--- src/rtl/trace_pkg.sv ---
// Shared definitions for the register-writeback trace transmitter:
// header nibbles, frame layout, serializer states and the queued event record.
package trace_pkg;

  localparam logic [3:0] HDR_P1    = 4'hA;
  localparam logic [3:0] HDR_P2    = 4'hB;
  localparam int         FRAME_LEN = 6;
  localparam int         ENTRY_W   = 74;

  typedef enum logic [2:0] {
    IDLE,
    HDR,
    D0,
    D1,
    D2,
    D3,
    SUM
  } state_t;

  typedef struct packed {
    logic [1:0]  we;
    logic [3:0]  wa3;
    logic [31:0] wd3;
    logic [3:0]  wa3_2;
    logic [31:0] wd3_2;
  } entry_t;

  // Byte presented in serializer state st for the selected port of entry e.
  // SUM is the XOR of the header and the four little-endian data bytes.
  function automatic logic [7:0] frame_byte(state_t st, logic port2, entry_t e);
    logic [7:0]  hdr;
    logic [31:0] d;
    hdr = port2 ? {HDR_P2, e.wa3_2} : {HDR_P1, e.wa3};
    d   = port2 ? e.wd3_2 : e.wd3;
    case (st)
      HDR:     frame_byte = hdr;
      D0:      frame_byte = d[7:0];
      D1:      frame_byte = d[15:8];
      D2:      frame_byte = d[23:16];
      D3:      frame_byte = d[31:24];
      SUM:     frame_byte = hdr ^ d[7:0] ^ d[15:8] ^ d[23:16] ^ d[31:24];
      default: frame_byte = 8'h00;
    endcase
  endfunction

endpackage

--- src/rtl/trace_fifo.sv ---
// Single-clock FIFO with wrap-bit pointers and a fall-through head output.
module trace_fifo #(
  parameter int DEPTH = 8,
  parameter int WIDTH = 74
) (
  input  logic             clk,
  input  logic             rst,
  input  logic             push_i,
  input  logic [WIDTH-1:0] din_i,
  input  logic             pop_i,
  output logic [WIDTH-1:0] dout_o,
  output logic             full_o,
  output logic             empty_o
);

  localparam int AW = $clog2(DEPTH);

  logic [WIDTH-1:0] mem_q [DEPTH];
  logic [AW:0]      wr_q;
  logic [AW:0]      rd_q;

  // Storage write; contents need no reset because the pointers gate visibility.
  // A push while full is only issued alongside a pop, so the slot being
  // overwritten is the one the head is leaving this same edge.
  always_ff @(posedge clk) begin
    if (push_i) mem_q[wr_q[AW-1:0]] <= din_i;
  end

  // Pointer update; the extra MSB distinguishes full from empty.
  always_ff @(posedge clk or posedge rst) begin
    if (rst) begin
      wr_q <= '0;
      rd_q <= '0;
    end else begin
      if (push_i) wr_q <= wr_q + (AW+1)'(1);
      if (pop_i)  rd_q <= rd_q + (AW+1)'(1);
    end
  end

  assign dout_o  = mem_q[rd_q[AW-1:0]];
  assign empty_o = (wr_q == rd_q);
  assign full_o  = (wr_q[AW] != rd_q[AW]) && (wr_q[AW-1:0] == rd_q[AW-1:0]);

endmodule

--- src/rtl/wb_trace_tx.sv ---
// Register-writeback trace transmitter: captures register-file writes,
// queues them, and emits checksummed 6-byte frames on a valid/ready stream.
module wb_trace_tx
  import trace_pkg::*;
#(
  parameter int DEPTH  = 8,
  parameter int DROP_W = 16
) (
  input  logic              clk,
  input  logic              reset,
  input  logic              trace_en,
  input  logic [1:0]        we,
  input  logic [3:0]        wa3,
  input  logic [31:0]       wd3,
  input  logic [3:0]        wa3_2,
  input  logic [31:0]       wd3_2,
  output logic [7:0]        tx_data,
  output logic              tx_valid,
  input  logic              tx_ready,
  output logic              overflow,
  output logic [DROP_W-1:0] drop_count
);

  logic               push_req;
  logic               push;
  logic               pop;
  logic               full;
  logic               empty;
  logic [ENTRY_W-1:0] fifo_din;
  logic [ENTRY_W-1:0] fifo_dout;
  entry_t             head;

  state_t             state_q, state_d;
  logic               port2_q, port2_d;
  entry_t             hold_q, hold_d;
  logic [7:0]         tx_data_q, tx_data_d;
  logic               tx_valid_q, tx_valid_d;
  logic               overflow_q;
  logic [DROP_W-1:0]  drop_q;

  assign push_req = trace_en && (we != 2'b00);
  // A full FIFO still accepts when the serializer pops on the same edge.
  assign push     = push_req && (!full || pop);
  assign fifo_din = {we, wa3, wd3, wa3_2, wd3_2};
  assign head     = entry_t'(fifo_dout);

  trace_fifo #(
    .DEPTH(DEPTH),
    .WIDTH(ENTRY_W)
  ) u_fifo (
    .clk    (clk),
    .rst    (reset),
    .push_i (push),
    .din_i  (fifo_din),
    .pop_i  (pop),
    .dout_o (fifo_dout),
    .full_o (full),
    .empty_o(empty)
  );

  // Sticky overflow flag and saturating count of rejected events.
  always_ff @(posedge clk or posedge reset) begin
    if (reset) begin
      overflow_q <= 1'b0;
      drop_q     <= '0;
    end else if (push_req && !push) begin
      overflow_q <= 1'b1;
      if (drop_q != '1) drop_q <= drop_q + DROP_W'(1);
    end
  end

  // Serializer next-state: IDLE pops into the holding register; the first
  // cycle in HDR loads the header byte, after which each accepted byte
  // loads the next one so the stream runs without gaps inside an entry.
  always_comb begin
    state_d    = state_q;
    port2_d    = port2_q;
    hold_d     = hold_q;
    tx_data_d  = tx_data_q;
    tx_valid_d = tx_valid_q;
    pop        = 1'b0;
    if (state_q == IDLE) begin
      tx_valid_d = 1'b0;
      if (!empty) begin
        pop     = 1'b1;
        hold_d  = head;
        port2_d = !head.we[0];
        state_d = HDR;
      end
    end else if (!tx_valid_q) begin
      tx_valid_d = 1'b1;
      tx_data_d  = frame_byte(state_q, port2_q, hold_q);
    end else if (tx_ready) begin
      if (state_q == SUM) begin
        if (!port2_q && hold_q.we[1]) begin
          state_d   = HDR;
          port2_d   = 1'b1;
          tx_data_d = frame_byte(HDR, 1'b1, hold_q);
        end else begin
          state_d    = IDLE;
          tx_valid_d = 1'b0;
        end
      end else begin
        state_d   = state_t'(state_q + 3'd1);
        tx_data_d = frame_byte(state_t'(state_q + 3'd1), port2_q, hold_q);
      end
    end
  end

  // Serializer state and registered stream outputs; reset abandons any frame.
  always_ff @(posedge clk or posedge reset) begin
    if (reset) begin
      state_q    <= IDLE;
      port2_q    <= 1'b0;
      hold_q     <= '0;
      tx_data_q  <= 8'h00;
      tx_valid_q <= 1'b0;
    end else begin
      state_q    <= state_d;
      port2_q    <= port2_d;
      hold_q     <= hold_d;
      tx_data_q  <= tx_data_d;
      tx_valid_q <= tx_valid_d;
    end
  end

  assign tx_data    = tx_data_q;
  assign tx_valid   = tx_valid_q;
  assign overflow   = overflow_q;
  assign drop_count = drop_q;

endmodule

--- config.mk ---
export PLATFORM = sky130hd
export DESIGN_NAME = wb_trace_tx
export DESIGN_NICKNAME = d
export VERILOG_FILES = /design/src/rtl/trace_pkg.sv /design/src/rtl/trace_fifo.sv /design/src/rtl/wb_trace_tx.sv
export SDC_FILE = /design/constraint.sdc
export NUM_CORES = 1
export LEC_CHECK = 0
export ABC_AREA = 1
export BUFFER_PORTS_ARGS = -buffer_cell sky130_fd_sc_hd__clkbuf_2
export CORE_MARGIN = 2
export CORE_UTILIZATION = 50
export CTS_BUF_LIST = sky130_fd_sc_hd__clkbuf_8
export CTS_CLUSTER_DIAMETER = 100
export DETAILED_ROUTE_END_ITERATION = 6
export PLACE_DENSITY = 0.66
export SYNTH_ARGS = -nofsm -noshare
export SYNTH_HDL_FRONTEND = slang
export SYNTH_HIERARCHICAL = 1
export SYNTH_SLANG_ARGS = --single-unit
--- constraint.sdc ---
create_clock -name clk -period 5.5 [get_ports clk]
set_clock_uncertainty 0.2 [all_clocks]
set_input_delay 0.55 -clock clk [delete_from_list [all_inputs] [get_ports clk]]
set_output_delay 0.55 -clock clk [all_outputs]
set_load 0.01 [all_outputs]
==> impl_metrics.tcl, run 1 <==
set metrics [dict create \
    drc 0 \
    viasPerCell 4.94 \
    antenna_found_initial 6 \
    dp_hpwl_mm 47.3 \
    wl_mm 77.6 \
    rows 92 \
    status "finished clean" \
    worstMarginPinSlew_ps 984 \
    drt-initial-drc-count 2079 \
    yosysSeqAreaShare 0.639 \
    clock-sinks 703 \
    numCtsBuffers 113 \
    maxCapViolCount 0 \
    io_buffer_count 103 \
    dr.pass1.iters 6 \
    die_h_um 258 \
    vias 22807 \
    p_int_mw 10.9 \
    ys_seq_elements 703 \
    postCtsSetupBuffers 0 \
    netSwitchingFraction 0.420 \
    crit_type "reg2reg" \
    final.period_utilization 0.749 \
    preCtsSetupSlack_ps 1460 \
    drive_above_1_share 0.0864 \
    num-nets-final 3756 \
    synth.top_cell.area_share 0.553 \
    grt_pass1_vias 21374 \
    yosys.cell_count.top_type "nand2_1" \
    grt_pass1_wl_mm 121 \
    leakagePower_nw 17.3 \
    dieArea_mm2 0.0663 \
    grt_max_degree 171 \
    path_cells "xnor2_1 -> nand2_1 -> nor2_1 -> nor2_4 -> clkinv_4 -> a21oi_1 -> nand2_1 -> nor2_4 -> buf_4" \
    ys_warn_count 6 \
    pin_count 104 \
    areaGrowthSynthToFinish_pct 13.1 \
    r2r.worst_path.cells 9 \
    setup_violations 0 \
    required_ps 5680 \
    die_w_um 258 \
    netlist_area_mm2 0.0321 \
    power_density_mw_per_mm2 516 \
    cpMaxStageDelayCell "dfrtp_4" \
    core_mm2 0.0633 \
    combPwrFrac 0.399 \
    max-slew-margin-rel 0.344 \
    clock_tree.buffer_depth 3 \
    syn_inst 3486 \
    cts_max_level 3 \
    cts-root-buf "clkbuf_8" \
    period_needed_ps 4120 \
    postRouteAntennaNets 0 \
    whs_ps 207 \
    syn_avg_cell_area_um2 9.22 \
    drv_slew 0 \
    fin_tns_setup_ps 0 \
    p_sw_mw 7.88 \
    n_fill_cell 5519 \
    vdd_drop_max_v 0.000381 \
    synth.distinct_cells 39 \
    synth_edf_count 592 \
    end_kind "flip-flop" \
    wl_per_cell_um 16.8 \
    hp-class "in2async" \
    slowest_delay_ps 830 \
    clock_latency_ps 720 \
    synth_common_cells "1388 x nand2_1, 684 x inv_1, 592 x edfxtp_1" \
    clk_pin_slew_ps 60 \
    sequentialPowerShare 0.380 \
    tritoncts "built" \
    synth_area_leaders "edfxtp_1 55%, nand2_1 16%, dfrtp_1 8.6%" \
    cp-start-kind "flip-flop" \
    start_util 0.508 \
    critPathMaxFanout 48 \
    utilization 0.574 \
    multi_input_area_mm2 0.00835 \
    fmax_ghz 0.243 \
    setup_ws_ps 1380 \
    synth_nets 3568 \
    register_area_mm2 0.0206 \
    synth.largest_area_cell "edfxtp_1" \
    cp.arrival_ps 4290 \
    ys_async_sr_fraction 0.158 \
    track_usage 0.235 \
    finalHoldViolCount 0 \
    overflow 0 \
    synthFlopType "edfxtp_1" \
    gp_congestion 0.899 \
    cts_resized 0 \
    clkPwrFrac 0.221 \
    rsz0062_at_grt "false" \
]
[worst paths after layout]
path | from | slack, ps | to
min in group clk | hold_q[41] | 270 | hold_q[41]
max in group asynchronous | reset | 3620 | hold_q[1]
setup / recovery | u_fifo/rd_q[0] | 1380 | u_fifo/mem_q[4][6]
hold reg to reg | hold_q[41] | 270 | hold_q[41]
hold / removal | reset | 210 | u_fifo/wr_q[1]
setup reg to reg | u_fifo/rd_q[0] | 1380 | u_fifo/mem_q[4][6]
[layer usage]
| layer | up-vias | routed length, um | global-route usage |
|---|---|---|---|
| met1 | 10810 | 34800 | 0.334 |
| met3 | 97 | 4850 | 0.0381 |
| li1 | 11224 | - | - |
| met4 | 4 | 1350 | 0.0634 |
| met5 | - | 14 | 0 |
| met2 | 672 | 36600 | 0.378 |
[repair_timing]
action	4_1_cts	5_1_grt
hold buffers	76	0
endpoints found under the hold margin	669	0
setup endpoints to repair	0	0
[cell usage in the layout, fill, tap and decap left out, drive strengths merged, types with 7 or more instances in the layout]
master / netlist / final
nor3: 7 / 7
xor2: 19 / 19
nand2: 1391 / 1391
clkinv: 2 / 41
o21ai: 85 / 85
inv: 689 / 738
clkbuf: 27 / 225
dfrtp: 111 / 111
xnor2: 17 / 17
a21oi: 10 / 10
dlygate4sd3: 0 / 76
nand3: 329 / 329
nor2: 48 / 48
edfxtp: 592 / 592
buf: 116 / 37
or2: 8 / 8
[flip-flops by register name, indices dropped and copies added, names as in the netlist]
| signal | cells |
|---|---|
| u_fifo/mem_q | 592 |
| hold_q | 73 |
| drop_count | 16 |
| tx_data | 8 |
| u_fifo/rd_q | 4 |
| u_fifo/wr_q | 4 |
| state_q | 3 |
| overflow | 1 |
| port2_q | 1 |
| tx_valid | 1 |
[power by group through the flow]
stage / Combinational [mW] / Sequential (mW) / Clock [mW]
2_1_floorplan: 5.22 / 7.10 / 0
3_3_place_gp: 7.35 / 7.20 / 0
3_5_place_dp: 7.38 / 7.22 / 0
4_1_cts: 7.46 / 7.12 / 4.23
5_1_grt: 8.40 / 7.20 / 4.46
6_report: 7.48 / 7.12 / 4.15
[layout make-up]
cell class | instances | area share
tap | 846 | 0.0291
clock inverter | 90 | 0.0116
inverter | 691 | 0.0718
timing repair buffer | 216 | 0.0458
multi-input combinational | 1949 | 0.230
sequential | 703 | 0.566
clock buffer | 122 | 0.0462
antenna | 4 | 0.000275
[worst max-delay path, delay by kind of cell (launching register included)]
family | cells | cell delay (ps)
buf+inv | 2 | 640
flops | 1 | 830
simple gates | 5 | 1470
compound gates | 1 | 440
xor+xnor | 1 | 170
[per-stage QoR]
stage / std cells / cell area [um2] / power (mW)
global placement: 4329 / 33500 / 14.5
global route: 4620 / 36400 / 20.1
CTS: 4617 / 36400 / 18.8
floorplan: 3486 / 32200 / 12.3
detailed placement: 4329 / 33500 / 14.6
finish: 4621 / 36400 / 18.7
[cells by family after synthesis]
kind of cell	after synthesis	synth area share
mux	1	0.000350
fa+ha+maj	4	0.00156
compound gates	115	0.0197
xor+xnor	36	0.00981
flops	703	0.639
buf+inv	834	0.103
simple gates	1793	0.226
(Power assumes the default switching activity.)
==> run 2, diff against run 1 <==
- clock period: 5.5 -> 3.32 ns (I/O delays scaled with it)
==> run 2 against run 1 <==
Combinational power grew 68%. Maximum frequency up 33%. Die area did not move. Global-route usage grew 0.25 points. Setup slack worse by 1200 ps. Via count grew 0.25%.
==> impl_metrics.tcl, run 2 (same netlist as run 1, synthesis figures left out) <==
set metrics [dict create \
    grt_pass1_wl_mm 122 \
    clock-sinks 703 \
    numCtsBuffers 113 \
    r2r.worst_path.cells 8 \
    fmax_ghz 0.322 \
    cts-root-buf "clkbuf_8" \
    num-nets-final 3771 \
    maxCapViolCount 0 \
    drv_slew 0 \
    grt_max_degree 164 \
    io_buffer_count 103 \
    start_util 0.508 \
    clock_latency_ps 740 \
    status "finished clean" \
    period_needed_ps 3110 \
    max-slew-margin-rel 0.181 \
    setup_violations 0 \
    r2r_setup_slack_ps 210 \
    largest_reg_flops 592 \
    utilization 0.578 \
    end_kind "flip-flop" \
    final_cell_mix "1386 x nand2_1, 733 x inv_1, 592 x edfxtp_1, 327 x nand3_1, 125 x clkbuf_8" \
    final.period_utilization 0.935 \
    worstMarginPinSlew_ps 1230 \
    gp_congestion 0.959 \
    required_ps 3530 \
    crit_type "reg2reg" \
    tritoncts "built" \
    drt-initial-drc-count 1921 \
    die_h_um 258 \
    overflow 0 \
    vias 22864 \
    core_mm2 0.0633 \
    dieArea_mm2 0.0663 \
    dr.pass1.iters 6 \
    finalHoldViolCount 0 \
    cp-start-kind "flip-flop" \
    hp-class "in2async" \
    startpoint "state_q[0]" \
    p_total_mw 31.2 \
    layout_commonest_cell "nand2_1" \
    cts_max_level 3 \
    power_density_mw_per_mm2 851 \
    timing.rr.end "u_fifo/mem_q[1][54]" \
    areaGrowthSynthToFinish_pct 13.9 \
    grt_pass1_vias 21605 \
    drive_above_1_share 0.0906 \
    pin_count 104 \
    drc 0 \
    viasPerCell 4.93 \
    r2r_start "state_q[0]" \
    postRouteAntennaNets 0 \
    dp_hpwl_mm 44.9 \
    antenna_found_initial 3 \
    leakagePower_nw 17.5 \
    rows 92 \
    n_fill_cell 5442 \
    clk_pin_slew_ps 70 \
    cp.arrival_ps 3310 \
    track_usage 0.238 \
    rsz0062_at_grt "false" \
    vdd_drop_max_v 0.000729 \
    critPathMaxFanout 27 \
    wl_mm 78.2 \
    wl_per_cell_um 16.9 \
    clock_tree.buffer_depth 3 \
    die_w_um 258 \
]
## run 2: changes by cell type in the layout (fill, tap and decap cells not counted), moves of 2 or more
| cell | previous run | this run |
|---|---|---|
| buf_12 | 9 | 17 |
| nand2_1 | 1388 | 1386 |
| buf_4 | 28 | 33 |
| clkinv_1 | 21 | 17 |
| inv_1 | 728 | 733 |
| diode_2 | 4 | 2 |
| clkinv_2 | 18 | 15 |
| dlygate4sd3_1 | 76 | 78 |
| clkbuf_8 | 122 | 125 |
| nand2_4 | 2 | 4 |
## run 2: per-layer routing
| layer | up-vias | track usage | wire length [um] |
|---|---|---|---|
| met5 | - | 0 | 13 |
| met4 | 2 | 0.0613 | 1510 |
| met3 | 130 | 0.0372 | 4790 |
| met2 | 673 | 0.394 | 37500 |
| met1 | 10787 | 0.330 | 34400 |
| li1 | 11272 | - | - |
## run 2: stage by stage
step	instances	hold slack [ps]	cell area [um2]	setup slack (ps)	setup TNS, ps
3_3_place_gp	4342	181	33700	241	0
3_5_place_dp	4342	179	33700	230	0
2_1_floorplan	3486	-52.3	32300	-169	-78700
6_report	4634	137	36600	214	0
5_1_grt	4634	193	36600	77.0	0
4_1_cts	4632	117	36600	207	0
## run 2: worst max-delay path, stage by stage (launching register included)
cell and delay, ps:
dfrtp_1 400, nor2_4 220, nand2_4 130, nor2_4 160
clkinv_4 70, a21oi_4 220, nand2_4 100, nor2_4 920
buf_12 330
## run 2: power breakdown
part           switching, mW  internal, mW
Clock                   3.40          3.47
Sequential             0.580          11.1
Combinational           8.96          3.62
Total                   12.9          18.2
## run 2: worst max path at each step
stage,endpoint,slack [ps],cells past startpoint
after floorplan,u_fifo/mem_q[7][0],-170,11
after global placement,u_fifo/mem_q[1][51],240,9
after detailed placement,u_fifo/mem_q[1][30],230,8
after CTS,u_fifo/mem_q[1][0],210,8
after global routing,u_fifo/mem_q[1][41],80,8
final,u_fifo/mem_q[1][54],210,8
## run 2: final cells by class
type | instances | area [um2] | share of cell area
Timing Repair Buffer | 231 | 1880 | 0.0514
Multi-Input combinational cell | 1949 | 8390 | 0.229
Inverter | 691 | 2610 | 0.0713
Clock buffer | 125 | 1720 | 0.0470
Clock inverter | 87 | 390 | 0.0107
Tap cell | 846 | 1060 | 0.0289
Sequential cell | 703 | 20600 | 0.562
Antenna cell | 2 | 5.00 | 0.000137
## run 2: timing repair
action,CTS,global route
buffers inserted,0,0
gates resized for setup,0,0
hold buffers,78,0
hold endpoints to repair,656,0
==> run 3, diff against run 2 <==
- PLACE_DENSITY: 0.66 -> unset
- PLACE_DENSITY_LB_ADDON: unset -> 0.3
==> run 3 against run 2 <==
Setup slack gained 270 ps. Cell count is 0.54% lower. Flip-flop and latch count unchanged. First-iteration DRC count increased by 3.0%. Sequential power barely moved. Register-to-register slack better by 270 ps. Sequential share of layout area increased by 0.33 points. Critical path depth rose by 1. Critical path type unchanged. Largest cell class unchanged.
==> impl_metrics.tcl, run 3 (same netlist as run 1, synthesis figures left out) <==
set metrics [dict create \
    areaGrowthSynthToFinish_pct 13.2 \
    clk_pin_slew_ps 60 \
    worstMarginPinSlew_ps 1210 \
    cp.arrival_ps 3200 \
    core_mm2 0.0633 \
    placed_area_mm2 0.0337 \
    rsz0062_at_grt "false" \
    grt_pass1_wl_mm 121 \
    dp_hpwl_mm 44.6 \
    period_needed_ps 2830 \
    cpMaxStageDelayCell "buf_12" \
    setup_ws_ps 485 \
    power_density_mw_per_mm2 844 \
    drc 0 \
    final_cell_mix "1386 x nand2_1, 717 x inv_1, 592 x edfxtp_1, 327 x nand3_1, 112 x clkbuf_8" \
    path_common_cell "nand2_1" \
    viasPerCell 4.93 \
    gp_congestion 0.925 \
    io_buffer_count 103 \
    hp-class "in2async" \
    critical_path.top_delay_family "buffers and inverters" \
    vias 22732 \
    drt-initial-drc-count 1978 \
    drive_above_1_share 0.0832 \
    track_usage 0.234 \
    vdd_drop_max_v 0.000854 \
    layoutNonFillerInstCount 4609 \
    die_h_um 258 \
    drv_slew 0 \
    wl_mm 77.2 \
    fin_tns_setup_ps 0 \
    dr.pass1.iters 5 \
    clock-sinks 703 \
    num-nets-final 3757 \
    postRouteAntennaNets 0 \
    dieArea_mm2 0.0663 \
    cts_max_level 3 \
    grt_pass1_vias 21833 \
    end_kind "flip-flop" \
    rows 92 \
    setup_violations 0 \
    preCtsSetupSlack_ps 558 \
    required_ps 3690 \
    crit_type "reg2reg" \
    clock_tree.buffer_depth 3 \
    cp-start-kind "flip-flop" \
    largest_reg_flops 592 \
    path_cells "buf_12 -> inv_4 -> buf_12 -> nand3_1 -> nand2_1 -> nand2_1 -> nand2_1 -> nand2_1 -> o21ai_0" \
    dp_cells 4329 \
    numCtsBuffers 112 \
    cts-root-buf "clkbuf_8" \
    status "finished clean" \
    die_w_um 258 \
    final.period_utilization 0.854 \
    leakagePower_nw 17.3 \
    crit_buf_inv 3 \
    critPathMaxFanout 151 \
    finalHoldViolCount 0 \
    pin_count 104 \
    whs_ps 105 \
    maxCapViolCount 0 \
    overflow 0 \
    max-slew-margin-rel 0.190 \
    tritoncts "built" \
    final_area_mm2 0.0364 \
    clock_latency_ps 730 \
    start_util 0.508 \
    fmax_ghz 0.353 \
    layout_commonest_cell "nand2_1" \
    slowest_delay_ps 570 \
    r2r_start "u_fifo/rd_q[1]" \
    startpoint "u_fifo/rd_q[1]" \
    grt_max_degree 181 \
    antenna_found_initial 4 \
    r2r_setup_slack_ps 490 \
    wl_per_cell_um 16.7 \
]
run 3: layout make-up:
cell class | instances | area [um2]
antenna | 2 | 5.00
multi-input combinational | 1949 | 8390
inverter | 691 | 2610
timing repair buffer | 218 | 1850
clock buffer | 112 | 1540
clock inverter | 88 | 389
fill | 5444 | 26900
sequential | 703 | 20600
tap | 846 | 1060
run 3: worst paths after layout:
kind | endpoint | cells past startpoint
max | hold_q[46] | 9
min | hold_q[59] | 3
max reg2reg | hold_q[46] | 9
min reg2reg | hold_q[20] | 2
max in group asynchronous | overflow | 4
min in group clk | u_fifo/mem_q[2][6] | 2
run 3: tightest hold or removal path: stages:
cell and delay (ps):
dlygate4sd3_1 540, clkbuf_2 160, inv_4 490
run 3: what timing repair did:
action                                 CTS  global route
setup buffers                            0             0
endpoints found under the hold margin  670             0
gates resized for setup                  0             0
hold buffers                            78             0
run 3: layer usage:
metal,share of wire,track usage,wire (um),up-vias
met5,0.00036,0,28,-
met4,0.025,0.0829,1960,4
met3,0.071,0.0416,5460,134
met2,0.47,0.382,36600,775
met1,0.43,0.316,33100,10601
li1,-,-,-,11218
run 3: through the flow:
stage          utilization  total power [mW]
3_5_place_dp         0.532              24.2
2_1_floorplan            -              20.5
4_1_cts              0.575              30.9
6_report             0.575              30.7
3_3_place_gp         0.532              24.1
5_1_grt              0.575              32.8
run 3: power by group:
group	leakage, nW	internal (mW)	switching [mW]
Clock	1.12	3.14	3.36
Sequential	6.74	11.1	0.654
Combinational	9.42	3.63	8.82
